## src/rtl/serial_divider_pkg.sv

```systemverilog
// serial_divider_pkg
//   Shared constants for the serial restoring divider: state encoding and
//   the default operand width.
`timescale 1ns/100ps
package serial_divider_pkg;

  localparam int SDIV_DEFAULT_WIDTH = 8;

  typedef enum logic [1:0] {
    IDLE = 2'd0,
    CALC = 2'd1,
    DONE = 2'd2
  } sdiv_state_e;

endpackage

```

## src/rtl/full_subtractor.sv

```systemverilog
// full_subtractor
//   One-bit full subtractor (a - b - bi), gate-level.
//   Ports: a (minuend), b (subtrahend), bi (borrow in),
//          d (difference), bo (borrow out).
//   Optional: SERIAL_DIVIDER_SPECIFY_EN adds pin-to-pin path delays.
`timescale 1ns/100ps
module full_subtractor (
  input  logic a,
  input  logic b,
  input  logic bi,
  output logic d,
  output logic bo
);

  logic a_n, t0, t1, t2, t3;

  xor g_x0 (t0, a, b);
  xor g_x1 (d, t0, bi);
  not g_n0 (a_n, a);
  and g_a0 (t1, a_n, b);
  and g_a1 (t2, a_n, bi);
  and g_a2 (t3, b, bi);
  or  g_o0 (bo, t1, t2, t3);

`ifdef SERIAL_DIVIDER_SPECIFY_EN
  specify
    (a => d)  = (2, 2.4);
    (a => bo) = (1.4, 1.6);
  endspecify
`endif

endmodule

```

## src/rtl/serial_divider.sv

```systemverilog
// serial_divider
//   Sequential restoring unsigned divider, one quotient bit per clock.
//   Ports:
//     clk, rst_n        - clock, async active-low reset
//     start             - request; accepted in IDLE or DONE, ignored in CALC
//     dividend, divisor - operands, sampled with an accepted start
//     busy              - high while iterating (CALC)
//     done              - one-cycle result-valid pulse (DONE)
//     quotient,
//     remainder         - results, held until the next accepted start
//     div_by_zero       - divisor was zero; held until the next accepted start
//   Optional: SERIAL_DIVIDER_SPECIFY_EN adds clk->output path delays.
`timescale 1ns/100ps
module serial_divider
  import serial_divider_pkg::*;
#(
  parameter int WIDTH = SDIV_DEFAULT_WIDTH
) (
  input  logic             clk,
  input  logic             rst_n,
  input  logic             start,
  input  logic [WIDTH-1:0] dividend,
  input  logic [WIDTH-1:0] divisor,
  output logic             busy,
  output logic             done,
  output logic [WIDTH-1:0] quotient,
  output logic [WIDTH-1:0] remainder,
  output logic             div_by_zero
);

  localparam int CW = $clog2(WIDTH);

  sdiv_state_e      state_q, state_d;
  logic [WIDTH:0]   r_q, r_d;
  logic [WIDTH-1:0] q_q, q_d;
  logic [WIDTH-1:0] d_q, d_d;
  logic [CW-1:0]    cnt_q, cnt_d;
  logic [WIDTH-1:0] quo_q, quo_d;
  logic [WIDTH-1:0] rem_q, rem_d;
  logic             dbz_q, dbz_d;

  // Shifted partial remainder and ripple subtraction T - {0, D}.
  logic [WIDTH:0]   t_val;
  logic [WIDTH:0]   sub_b;
  logic [WIDTH:0]   diff;
  logic [WIDTH+1:0] bor;
  logic [WIDTH:0]   r_next;
  logic [WIDTH-1:0] q_next;

  // R never exceeds D after a step, so its top bit is carried but never read.
  logic unused_r_msb;
  assign unused_r_msb = r_q[WIDTH];

  assign t_val  = {r_q[WIDTH-1:0], q_q[WIDTH-1]};
  assign sub_b  = {1'b0, d_q};
  assign bor[0] = 1'b0;

  for (genvar i = 0; i <= WIDTH; i++) begin : g_sub
    full_subtractor u_fs (
      .a  (t_val[i]),
      .b  (sub_b[i]),
      .bi (bor[i]),
      .d  (diff[i]),
      .bo (bor[i+1])
    );
  end

  // Borrow out means T < D: restore (keep T) and shift in a 0.
  assign r_next = bor[WIDTH+1] ? t_val : diff;
  assign q_next = {q_q[WIDTH-2:0], ~bor[WIDTH+1]};

  always_comb begin
    state_d = state_q;
    r_d     = r_q;
    q_d     = q_q;
    d_d     = d_q;
    cnt_d   = cnt_q;
    quo_d   = quo_q;
    rem_d   = rem_q;
    dbz_d   = dbz_q;
    case (state_q)
      CALC: begin
        r_d   = r_next;
        q_d   = q_next;
        cnt_d = cnt_q - 1'b1;
        if (cnt_q == '0) begin
          state_d = DONE;
          quo_d   = q_next;
          rem_d   = r_next[WIDTH-1:0];
        end
      end
      default: begin
        // IDLE and DONE both accept start; DONE falls back to IDLE otherwise.
        if (state_q == DONE) state_d = IDLE;
        if (start) begin
          if (divisor == '0) begin
            state_d = DONE;
            q_d     = '1;
            r_d     = {1'b0, dividend};
            quo_d   = '1;
            rem_d   = dividend;
            dbz_d   = 1'b1;
          end else begin
            state_d = CALC;
            r_d     = '0;
            q_d     = dividend;
            d_d     = divisor;
            cnt_d   = CW'(WIDTH - 1);
            dbz_d   = 1'b0;
          end
        end
      end
    endcase
  end

  always_ff @(posedge clk or negedge rst_n) begin
    if (!rst_n) begin
      state_q <= IDLE;
      r_q     <= '0;
      q_q     <= '0;
      d_q     <= '0;
      cnt_q   <= '0;
      quo_q   <= '0;
      rem_q   <= '0;
      dbz_q   <= 1'b0;
    end else begin
      state_q <= state_d;
      r_q     <= r_d;
      q_q     <= q_d;
      d_q     <= d_d;
      cnt_q   <= cnt_d;
      quo_q   <= quo_d;
      rem_q   <= rem_d;
      dbz_q   <= dbz_d;
    end
  end

  assign busy        = (state_q == CALC);
  assign done        = (state_q == DONE);
  assign quotient    = quo_q;
  assign remainder   = rem_q;
  assign div_by_zero = dbz_q;

`ifdef SERIAL_DIVIDER_SPECIFY_EN
  specify
    (clk => busy)         = (0.5, 0.6);
    (clk => done)         = (0.5, 0.6);
    (clk *> quotient)     = (0.5, 0.6);
    (clk *> remainder)    = (0.5, 0.6);
    (clk => div_by_zero)  = (0.5, 0.6);
  endspecify
`endif

endmodule

```

## config.mk

```make
export PLATFORM = sky130hd
export DESIGN_NAME = serial_divider
export DESIGN_NICKNAME = d
export VERILOG_FILES = /design/src/rtl/serial_divider_pkg.sv /design/src/rtl/full_subtractor.sv /design/src/rtl/serial_divider.sv
export SDC_FILE = /design/constraint.sdc
export NUM_CORES = 1
export LEC_CHECK = 0
export ABC_AREA = 1
export CORE_MARGIN = 2
export CORE_UTILIZATION = 54
export DETAILED_ROUTE_END_ITERATION = 6
export GPL_ROUTABILITY_DRIVEN = 0
export PLACE_DENSITY_LB_ADDON = 0.3
export REMOVE_ABC_BUFFERS = 1
export SYNTH_ARGS = -nofsm -noshare
export SYNTH_HDL_FRONTEND = slang
export SYNTH_HIERARCHICAL = 1
export SYNTH_SLANG_ARGS = --single-unit
```

## constraint.sdc

```tcl
create_clock -name clk -period 5 [get_ports clk]
set_input_delay 1.5 -clock clk [delete_from_list [all_inputs] [get_ports clk]]
set_output_delay 1.5 -clock clk [all_outputs]
set_load 0.02 [all_outputs]
```

==> summary.md, run 1 <==
| Metric | Value |
|---|---|
| Outcome | completed |
| Share of power burned in registers | approximately a third |
| Post-DP HPWL | between 3000 and 4000 um |
| Fin nets | ~410 |
| Reg2reg setup slack | 0.22 ns |
| Pin count of the biggest net entering global routing | between 40 and 50 |
| DRT iter0 DRCs | roughly 160 |
| Die X | 73.17 um |
| Hold EP | quotient[6] |
| Pwr dens | 590.2 mW/mm^2 |
| DR pass1 iterations | 5 |
| Floorplan Core Area | 0.004661 mm^2 |
| Num ports | 38 |
| Post-Syn Area | 0.002584 mm^2 |
| Hold Crit Start | quotient[6] |
| CTS buffer count | 5 |
| CP max FO | 7 |
| Max-Cap Viols | 0 |
| Antenna cell count | 0 |
| Hold crit path type | reg2reg |
| Port Buffers | 37 |
| DR WL/cell | 13.21 um |
| DRC viols | 0 |
| Clock share of power | 13.0% |
| Vias in the first global route | 2152 |
| Worst Max-Slew Pin Slew | 1.020 ns |
| Setup TNS | 0 ns |
| Final Routed Wirelength | roughly 5700 um |
| Die area | 0.005354 mm^2 |
| Max Freq | 209.2 MHz |
| P_leak | 1.668 nW |
| GRT overflow | 0 |
| Clk sinks | 46 |
| Setup crit start | q_q[7] |
| Hold Buf Count CTS | 0 |
| Ratio of final minimum period to clock period | 95.60% |
| Most frequent cells in the layout | nand2_1 (157), dfrtp_1 (46), nand3_1 (39), inv_1 (38), clkdlybuf4s50_1 (36) |
| Longest Clk Path Bufs | 2 |
| Pins over their slew limit | 0 |
| Min cycle time layout | 4.780 ns |
| First-pass GRT wire length | just under 10000 um |
| Vias per cell | around 5.1 |
| Synth warn | 6 |
| Final Setup Violations | 0 |
| Hold path depth | 2 |
| Combinational share of power | 52.6% |
| Worst slew margin | 31.99% |
| Routed Antenna Nets | 0 |
| DR vias | 2224 |
| FF-to-FF Start | q_q[7] |
| Crit. End Element | flop |
| Worst VDD drop | 0.4953 mV |
| Commonest non-fill, non-tap cell in the layout | nand2_1 |
| Net Sw Frac | 45.19% |
| Initial antenna violation count | 0 |
| Switching pwr | 0.8206 mW |
| Layout area overhead | 19.08% |
| Cells after Synth | approximately 340 |
| Worst EP arrival | 4.97 ns |
| Later-pin clock latency in the skew report | 0.30 ns |
| Syn_area_per_cell | 7.555 um^2 |
| FF-to-FF path depth | 17 |
| Clock H-tree levels | 2 |
| Worst Setup Start Kind | flop |
| Initial core utilization | 55.44% |
| CTS tree | done |
| FF-to-FF End | r_q[6] |
| Layout Skew | 0.007039 ns |
| Worst path required time | 5.19 ns |
| Num rows | 25 |
| Classification of the worst setup path | reg2reg |
| Overall routing resource usage | about a quarter |
| Internal power | 0.9951 mW |
| Die height | 73.17 um |
| Tot Pwr | 1.816 mW |
| Reg clk slew, reported paths | 0.09 ns |
| Layout cells sized above 1 | 7.652% |
| Fin. Hold Viols | 0 |
| RSZ-0062 raised after global routing | no |
| CTS Root Cell | clkbuf_8 |
==> how the worst max path moves through the flow <==
stage                               to  depth (start not counted)
final                           r_q[6]                         17
after global routing            r_q[4]                         17
after CTS                 remainder[1]                         17
after detailed placement  remainder[1]                         17
after global placement    remainder[1]                         17
after floorplan           remainder[1]                         17
==> metal layers <==
layer  part of all wire, %  GRT usage (%)  wire, um  vias up
met4                  0.82          6.584        47        0
li1                      -              -         -     1103
met5                     0              0         0        -
met3                   5.2          4.558       297        5
met1                    46          31.53      2637     1048
met2                    48          38.94      2740       68
==> sequential cells by signal (all words and copies together) (netlist names) <==
signal / flops
cnt_q: 3
d_q: 8
div_by_zero: 1
q_q: 8
quotient: 8
r_q: 8
remainder: 8
state_q: 2
==> cell type report <==
class / count / area (um^2)
sequential: 46 / 1151
clock inverter: 1 / 5.005
clock buffer: 7 / 86.33
timing repair inverter: 1 / 7.507
fill: 433 / 1584
multi-input combinational: 242 / 1214
tap: 54 / 67.56
timing repair buffer: 39 / 380.4
inverter: 43 / 165.2
==> worst max-delay path, cell delays in order (launching register included) <==
cell and delay [ns]:
dfrtp_1 0.38, inv_1 0.07, fa_1 0.43, fa_1 0.39, fa_1 0.39, fa_1 0.39
fa_2 0.36, fa_1 0.40, fa_1 0.39, fa_2 0.36, fa_2 0.46, buf_4 0.19
nand2_1 0.06, nand2_1 0.05, nand2_1 0.07, o21ai_1 0.09, nand3_1 0.12, nand2_1 0.06
==> stage by stage <==
stage	setup slack (ns)	area (um^2)	hold WS, ns	instances	util, %
floorplan	0.3568	2519	0.4412	331	-
global placement	0.1988	2959	0.4531	423	63.49
detailed placement	0.07499	2959	0.4572	423	63.49
CTS	0.04077	3050	0.4787	431	65.45
global route	0.02341	3077	0.4996	433	66.01
finish	0.2203	3077	0.4718	433	66.01
==> repair_timing <==
item / 4_1_cts / 5_1_grt
resized for setup: 0 / 6
setup buffers: 0 / 1
setup endpoints to repair: 0 / 17
==> power by group through the flow <==
stage / Combinational, mW / Clock, mW / Sequential [mW]
floorplan: 0.547 / 0 / 0.692
global placement: 0.924 / 0 / 0.626
detailed placement: 0.948 / 0 / 0.630
CTS: 0.951 / 0.241 / 0.624
global route: 1.08 / 0.253 / 0.642
finish: 0.955 / 0.236 / 0.625
Note: power is estimated with default switching activity, not from simulation.
==> run 2, diff against run 1 <==
--- a/config.mk
+++ b/config.mk
@@ -7,7 +7,7 @@
 export LEC_CHECK = 0
 export ABC_AREA = 1
 export CORE_MARGIN = 2
-export CORE_UTILIZATION = 54
+export CORE_UTILIZATION = 58
 export DETAILED_ROUTE_END_ITERATION = 6
 export GPL_ROUTABILITY_DRIVEN = 0
 export PLACE_DENSITY_LB_ADDON = 0.3
==> constraint.sdc (replaced) <==
create_clock -name clk -period 6.2 [get_ports clk]
set_input_delay 1.86 -clock clk [delete_from_list [all_inputs] [get_ports clk]]
set_output_delay 1.86 -clock clk [all_outputs]
set_load 0.02 [all_outputs]
==> run 2 against run 1 <==
Against the previous run: critical path depth unchanged; first-iteration DRC count shrank 1.9%; sequential power shrank 19%; sequential share of layout area is 0.18 points lower; routed wire length decreased by 0.28%; design area increased by 0.49%; cell count decreased by 1.2%; die area decreased by 6.5%; largest cell class unchanged; sequential cell count stayed put; highest routed layer unchanged.
==> summary.md, run 2 (same netlist as run 1, synthesis figures left out) <==
| Metric | Value |
|---|---|
| Worst EP arrival | 5.38 ns |
| FF-to-FF path depth | 17 |
| CTS Root Cell | clkbuf_8 |
| DR WL/cell | 13.33 um |
| Classification of the worst setup path | reg2reg |
| Worst path required time | 6.45 ns |
| Hold Buf Count CTS | 0 |
| Most frequent cells in the layout | nand2_1 (157), dfrtp_1 (46), nand3_1 (39), inv_1 (38), clkdlybuf4s50_1 (36) |
| Reg clk slew, reported paths | around 0.090 ns |
| Num rows | 24 |
| P_leak | 1.685 nW |
| Num ports | 38 |
| Vias per cell | around 5.2 |
| Pins over their slew limit | 0 |
| Final Routed Wirelength | around 5700 um |
| Fin nets | 405 |
| Fin. Hold Viols | 0 |
| Crit. End Element | flop |
| Die area | 0.005005 mm^2 |
| Post-DP HPWL | 3912 um |
| Reg2reg setup slack | 1.07 ns |
| Hold EP | remainder[0] |
| Worst Setup Start Kind | flop |
| Overall routing resource usage | 25.94% |
| DR pass1 iterations | 4 |
| Layout cells sized above 1 | 6.117% |
| Clk sinks | 46 |
| CTS buffer count | 5 |
| Max-Cap Viols | 0 |
| DR vias | 2221 |
| Setup TNS | 0 ns |
| Layout area overhead | 19.66% |
| Final Util | 71.50% |
| First-pass GRT wire length | 10060 um |
| Floorplan Core Area | 0.004324 mm^2 |
| Die height | 70.75 um |
| Fill cell count | about 340 |
| Port Buffers | 37 |
| Pwr dens | around 500 mW/mm^2 |
| Initial antenna violation count | 0 |
| Hold Crit Start | remainder[0] |
| Final Setup Violations | 0 |
| Die X | 70.75 um |
| Clock H-tree levels | 2 |
| Ratio of final minimum period to clock period | ~83% |
| Hold path depth | 2 |
| Vias in the first global route | 2243 |
| CTS tree | done |
| Antenna cell count | 0 |
| Post-cts sizing count | 0 |
| Post-CTS setup buffer count | 0 |
| RSZ-0062 raised after global routing | no |
| Worst slew margin | 34.11% |
| Longest Clk Path Bufs | 2 |
| Place WS | 1.149 ns |
| CP max FO | 10 |
| Post-Place Cell Area | about 0.003 mm^2 |
| Worst Max-Slew Pin Slew | roughly 1 ns |
| Tot Pwr | 1.546 mW |
| Final worst setup slack | 1.069 ns |
| Worst VDD drop | roughly 0.36 mV |
| Final instance area | 0.003092 mm^2 |
| DRT iter0 DRCs | 152 |
| Later-pin clock latency in the skew report | 0.31 ns |
| Outcome | completed |
| Max Freq | slightly below 200 MHz |
| Hold crit path type | reg2reg |
| Commonest non-fill, non-tap cell in the layout | nand2_1 |
| Initial core utilization | ~60% |
| Routed Antenna Nets | 0 |
| DRC viols | 0 |
| Layout Skew | 0.006741 ns |
| GRT overflow | 0 |
| FF-to-FF Start | q_q[7] |
| FF-to-FF End | remainder[1] |
| Pin count of the biggest net entering global routing | 47 |
| Min cycle time layout | 5.131 ns |
run 2: changes by cell type in the layout (fill, tap and decap cells not counted), moves of 2 or more:
| cell | change |
|---|---|
| clkinvlp_4 | -2 |
| fa_2 | -3 |
| bufinv_16 | +2 |
| buf_4 | -2 |
| fa_1 | +3 |
run 2: metal layers:
metal / routed length, um / track usage [%]
met5: 0 / 0
met4: 150 / 10.48
met3: 307 / 6.125
met2: 2756 / 43.20
met1: 2491 / 32.83
run 2: worst max-delay path, stage by stage, from the launching register on:
cell      delay [ns]
dfrtp_1         0.37
inv_1           0.07
fa_1            0.43
fa_1            0.40
fa_1            0.40
fa_1            0.39
fa_1            0.43
fa_1            0.41
fa_1            0.40
fa_1            0.39
fa_1            0.55
clkinv_1        0.23
nand2_1         0.09
nand2_1         0.09
nand2_1         0.09
o21ai_0         0.14
nand3_1         0.12
nand2_1         0.11
run 2: cell type report:
type,instances,area [um^2],area share [%]
Clock inverter,2,60.06,1.943
Inverter,43,161.4,5.221
Multi-Input combinational cell,242,1206,39.01
Clock buffer,6,82.58,2.671
Timing Repair Buffer,37,365.4,11.82
Sequential cell,46,1151,37.23
Tap cell,52,65.06,2.104
run 2: worst max path at each step:
stage	end	cells past startpoint	slack, ns	from
5_1_grt	remainder[3]	17	0.92	q_q[7]
3_5_place_dp	remainder[1]	17	1.15	q_q[7]
6_report	remainder[1]	17	1.07	q_q[7]
3_3_place_gp	remainder[3]	17	1.34	q_q[7]
2_1_floorplan	remainder[1]	17	1.56	q_q[7]
4_1_cts	remainder[1]	17	1.13	q_q[7]
run 2: power by group:
group	internal, mW	leakage, nW	switching, mW
clock network	0.172	0.0714	0.105
registers	0.425	0.572	0.0790
logic	0.285	1.04	0.480
total	0.882	1.69	0.664
run 2: per-stage QoR:
| step | std cells | hold slack (ns) |
|---|---|---|
| after floorplan | 331 | 0.4412 |
| after global placement | 420 | 0.4529 |
| after detailed placement | 420 | 0.4571 |
| after CTS | 428 | 0.4772 |
| after global routing | 428 | 0.4888 |
| final | 428 | 0.4716 |
==> run 3, diff against run 2 <==
--- a/config.mk
+++ b/config.mk
@@ -7,7 +7,7 @@
 export LEC_CHECK = 0
 export ABC_AREA = 1
 export CORE_MARGIN = 2
-export CORE_UTILIZATION = 58
+export CORE_UTILIZATION = 54
 export DETAILED_ROUTE_END_ITERATION = 6
 export GPL_ROUTABILITY_DRIVEN = 0
 export PLACE_DENSITY_LB_ADDON = 0.3
==> constraint.sdc (replaced) <==
create_clock -name clk -period 4.9 [get_ports clk]
set_input_delay 1.47 -clock clk [delete_from_list [all_inputs] [get_ports clk]]
set_output_delay 1.47 -clock clk [all_outputs]
set_load 0.02 [all_outputs]
==> run 3 against run 2 <==
Against the previous run: clock power about the same; sequential cell count unchanged; setup slack worse by 0.84 ns; utilization down 5.0 points; non-clock buffer count up 3; highest routed layer unchanged; combinational power up 28%; clock-buffer cell count down 1; design area up 0.20%; register-to-register slack worse by 0.84 ns; total power up 23%.
==> summary.md, run 3 (same netlist as run 1, synthesis figures left out) <==
| Metric | Value |
|---|---|
| Initial antenna violation count | 0 |
| CP max FO | 6 |
| GRT overflow | 0 |
| Clk sinks | 46 |
| DR WL/cell | 12.81 um |
| DR pass1 iterations | 4 |
| Worst slew margin | 33.56% |
| Max-Cap Viols | 0 |
| Min cycle time layout | 4.674 ns |
| Multi-input logic area | 0.001219 mm^2 |
| Fin. Hold Viols | 0 |
| Vias in the first global route | about 2200 |
| Slowest stage delay, CP | 0.44 ns |
| Die area | 0.005354 mm^2 |
| Longest Clk Path Bufs | 2 |
| Clock H-tree levels | 2 |
| RSZ-0062 raised after global routing | no |
| Slowest library cell on the worst path | fa_1 |
| FF-to-FF path depth | 17 |
| P_leak | 1.688 nW |
| Hold crit path type | reg2reg |
| Num ports | 38 |
| Layout cells sized above 1 | roughly 8.4% |
| Hold_ws | roughly 0.47 ns |
| FF-to-FF End | r_q[6] |
| Post-DP HPWL | a little under 4000 um |
| Layout Skew | 0.009310 ns |
| Vias per cell | 5.152 |
| Initial core utilization | about 55% |
| Final Setup Violations | 0 |
| Num rows | 25 |
| Reg area | between 0.001 and 0.0015 mm^2 |
| Antenna cell count | 0 |
| Overall routing resource usage | 23.66% |
| FF-to-FF Start | q_q[7] |
| CP top delay family | adder cells |
| DRC viols | 0 |
| Layout area overhead | 19.90% |
| Outcome | completed |
| Pin count of the biggest net entering global routing | 47 |
| Most frequent cells in the layout | nand2_1 (157), dfrtp_1 (46), nand3_1 (39), inv_1 (38), clkdlybuf4s50_1 (36) |
| Worst EP arrival | ~4.9 ns |
| Classification of the worst setup path | reg2reg |
| Later-pin clock latency in the skew report | 0.31 ns |
| Max Freq | 214.0 MHz |
| Routed Antenna Nets | 0 |
| Crit path top cell by count | fa_2 |
| Crit. End Element | flop |
| CTS tree | done |
| Die X | 73.17 um |
| Worst-path cell chain | inv_1 > fa_1 > fa_2 > fa_1 > fa_2 > fa_2 > fa_1 > fa_1 > fa_2 > fa_2 > buf_4 > nand2_1 > nand2_1 > nand2_1 > o21ai_1 > nand3_1 > nand2_1 |
| DR vias | 2231 |
| Pins over their slew limit | 0 |
| Final Routed Wirelength | 5546 um |
| Fill cell count | 423 |
| Instance count on the critical path | 17 |
| Worst Max-Slew Pin Slew | 0.9967 ns |
| First-pass GRT wire length | just under 10000 um |
| Die height | roughly 73 um |
| Crit path capture | r_q[6] |
| Worst Setup Start Kind | flop |
| Port Buffers | 37 |
| Commonest non-fill, non-tap cell in the layout | nand2_1 |
| Worst path required time | 5.09 ns |
| Tot Pwr | 1.894 mW |
| Floorplan Core Area | around 0.0047 mm^2 |
| CTS Root Cell | clkbuf_8 |
| Reg2reg setup slack | 0.23 ns |
| CTS buffer count | 5 |
| Ratio of final minimum period to clock period | 95.38% |
| Worst VDD drop | 0.5176 mV |
| Reg clk slew, reported paths | 0.09 ns |
| WP buf/inv | 2 |
| Fin nets | 408 |
| Pwr dens | roughly 610 mW/mm^2 |
| Setup crit start | q_q[7] |
| DRT iter0 DRCs | 189 |
-- run 3: cell count changes in the layout (fill, tap and decap cells not counted), moves of 2 or more --
cell      previous run  this run
fa_1                 9         4
o21ai_1              7         9
clkinv_2             0         2
buf_4                0         3
o21ai_0              3         1
fa_2                 0         5
-- run 3: final cells by class --
type	count	share of cell area, %
clock buffers	5	2.221
clock inverters	3	1.292
inverters	43	5.291
multi-input cells	242	39.34
flip-flops and latches	46	37.16
well taps	54	2.181
repair buffers	40	12.52
-- run 3: worst min-delay path by stage --
stage	slack [ns]	startpoint	depth (start not counted)	endpoint
finish	0.47	quotient[0]	2	quotient[0]
global route	0.50	remainder[6]	2	remainder[6]
CTS	0.48	quotient[0]	2	quotient[0]
detailed placement	0.46	q_q[4]	2	q_q[4]
global placement	0.45	quotient[6]	2	quotient[6]
floorplan	0.44	q_q[2]	2	q_q[2]
-- run 3: worst register-to-register path: cells and delay by family (launching register included) --
family                     cells  cell delay, ns
AOI/OAI and AO/OA              1            0.09
adders and majority gates      9            3.53
buffers and inverters          2            0.24
DFF                            1            0.35
and+or+nand+nor                5            0.36
-- run 3: metal layers --
metal / up-vias / global-route usage [%] / share of wire, %
li1: 1111 / - / -
met1: 1039 / 30.89 / 43
met2: 72 / 38.54 / 50
met3: 9 / 3.867 / 5.2
met4: 0 / 10.91 / 1.7
met5: - / 0 / 0
-- run 3: where the power goes --
| group | switching, mW | internal, mW |
|---|---|---|
| clock | 0.130 | 0.150 |
| combinational | 0.605 | 0.374 |
| sequential | 0.0978 | 0.537 |
| total | 0.832 | 1.06 |
-- run 3: through the flow --
step / utilization (%) / cell area, um^2 / std cells / setup TNS, ns / worst slack (ns)
after detailed placement: 63.49 / 2959 / 423 / -0.01366 / -0.01256
final: 66.47 / 3098 / 433 / 0 / 0.2263
after global placement: 63.49 / 2959 / 423 / 0 / 0.1483
after floorplan: - / 2519 / 331 / 0 / 0.2568
after CTS: 65.85 / 3069 / 431 / 0 / 0.02042
after global routing: 66.47 / 3098 / 433 / 0 / 0.02665
-- run 3: timing repair --
| item | 4_1_cts | 5_1_grt |
|---|---|---|
| hold buffers | 0 | 0 |
| buffers inserted | 0 | 2 |
| setup endpoints to repair | 3 | 17 |
| pin swaps | 0 | 2 |
| resized for setup | 1 | 8 |
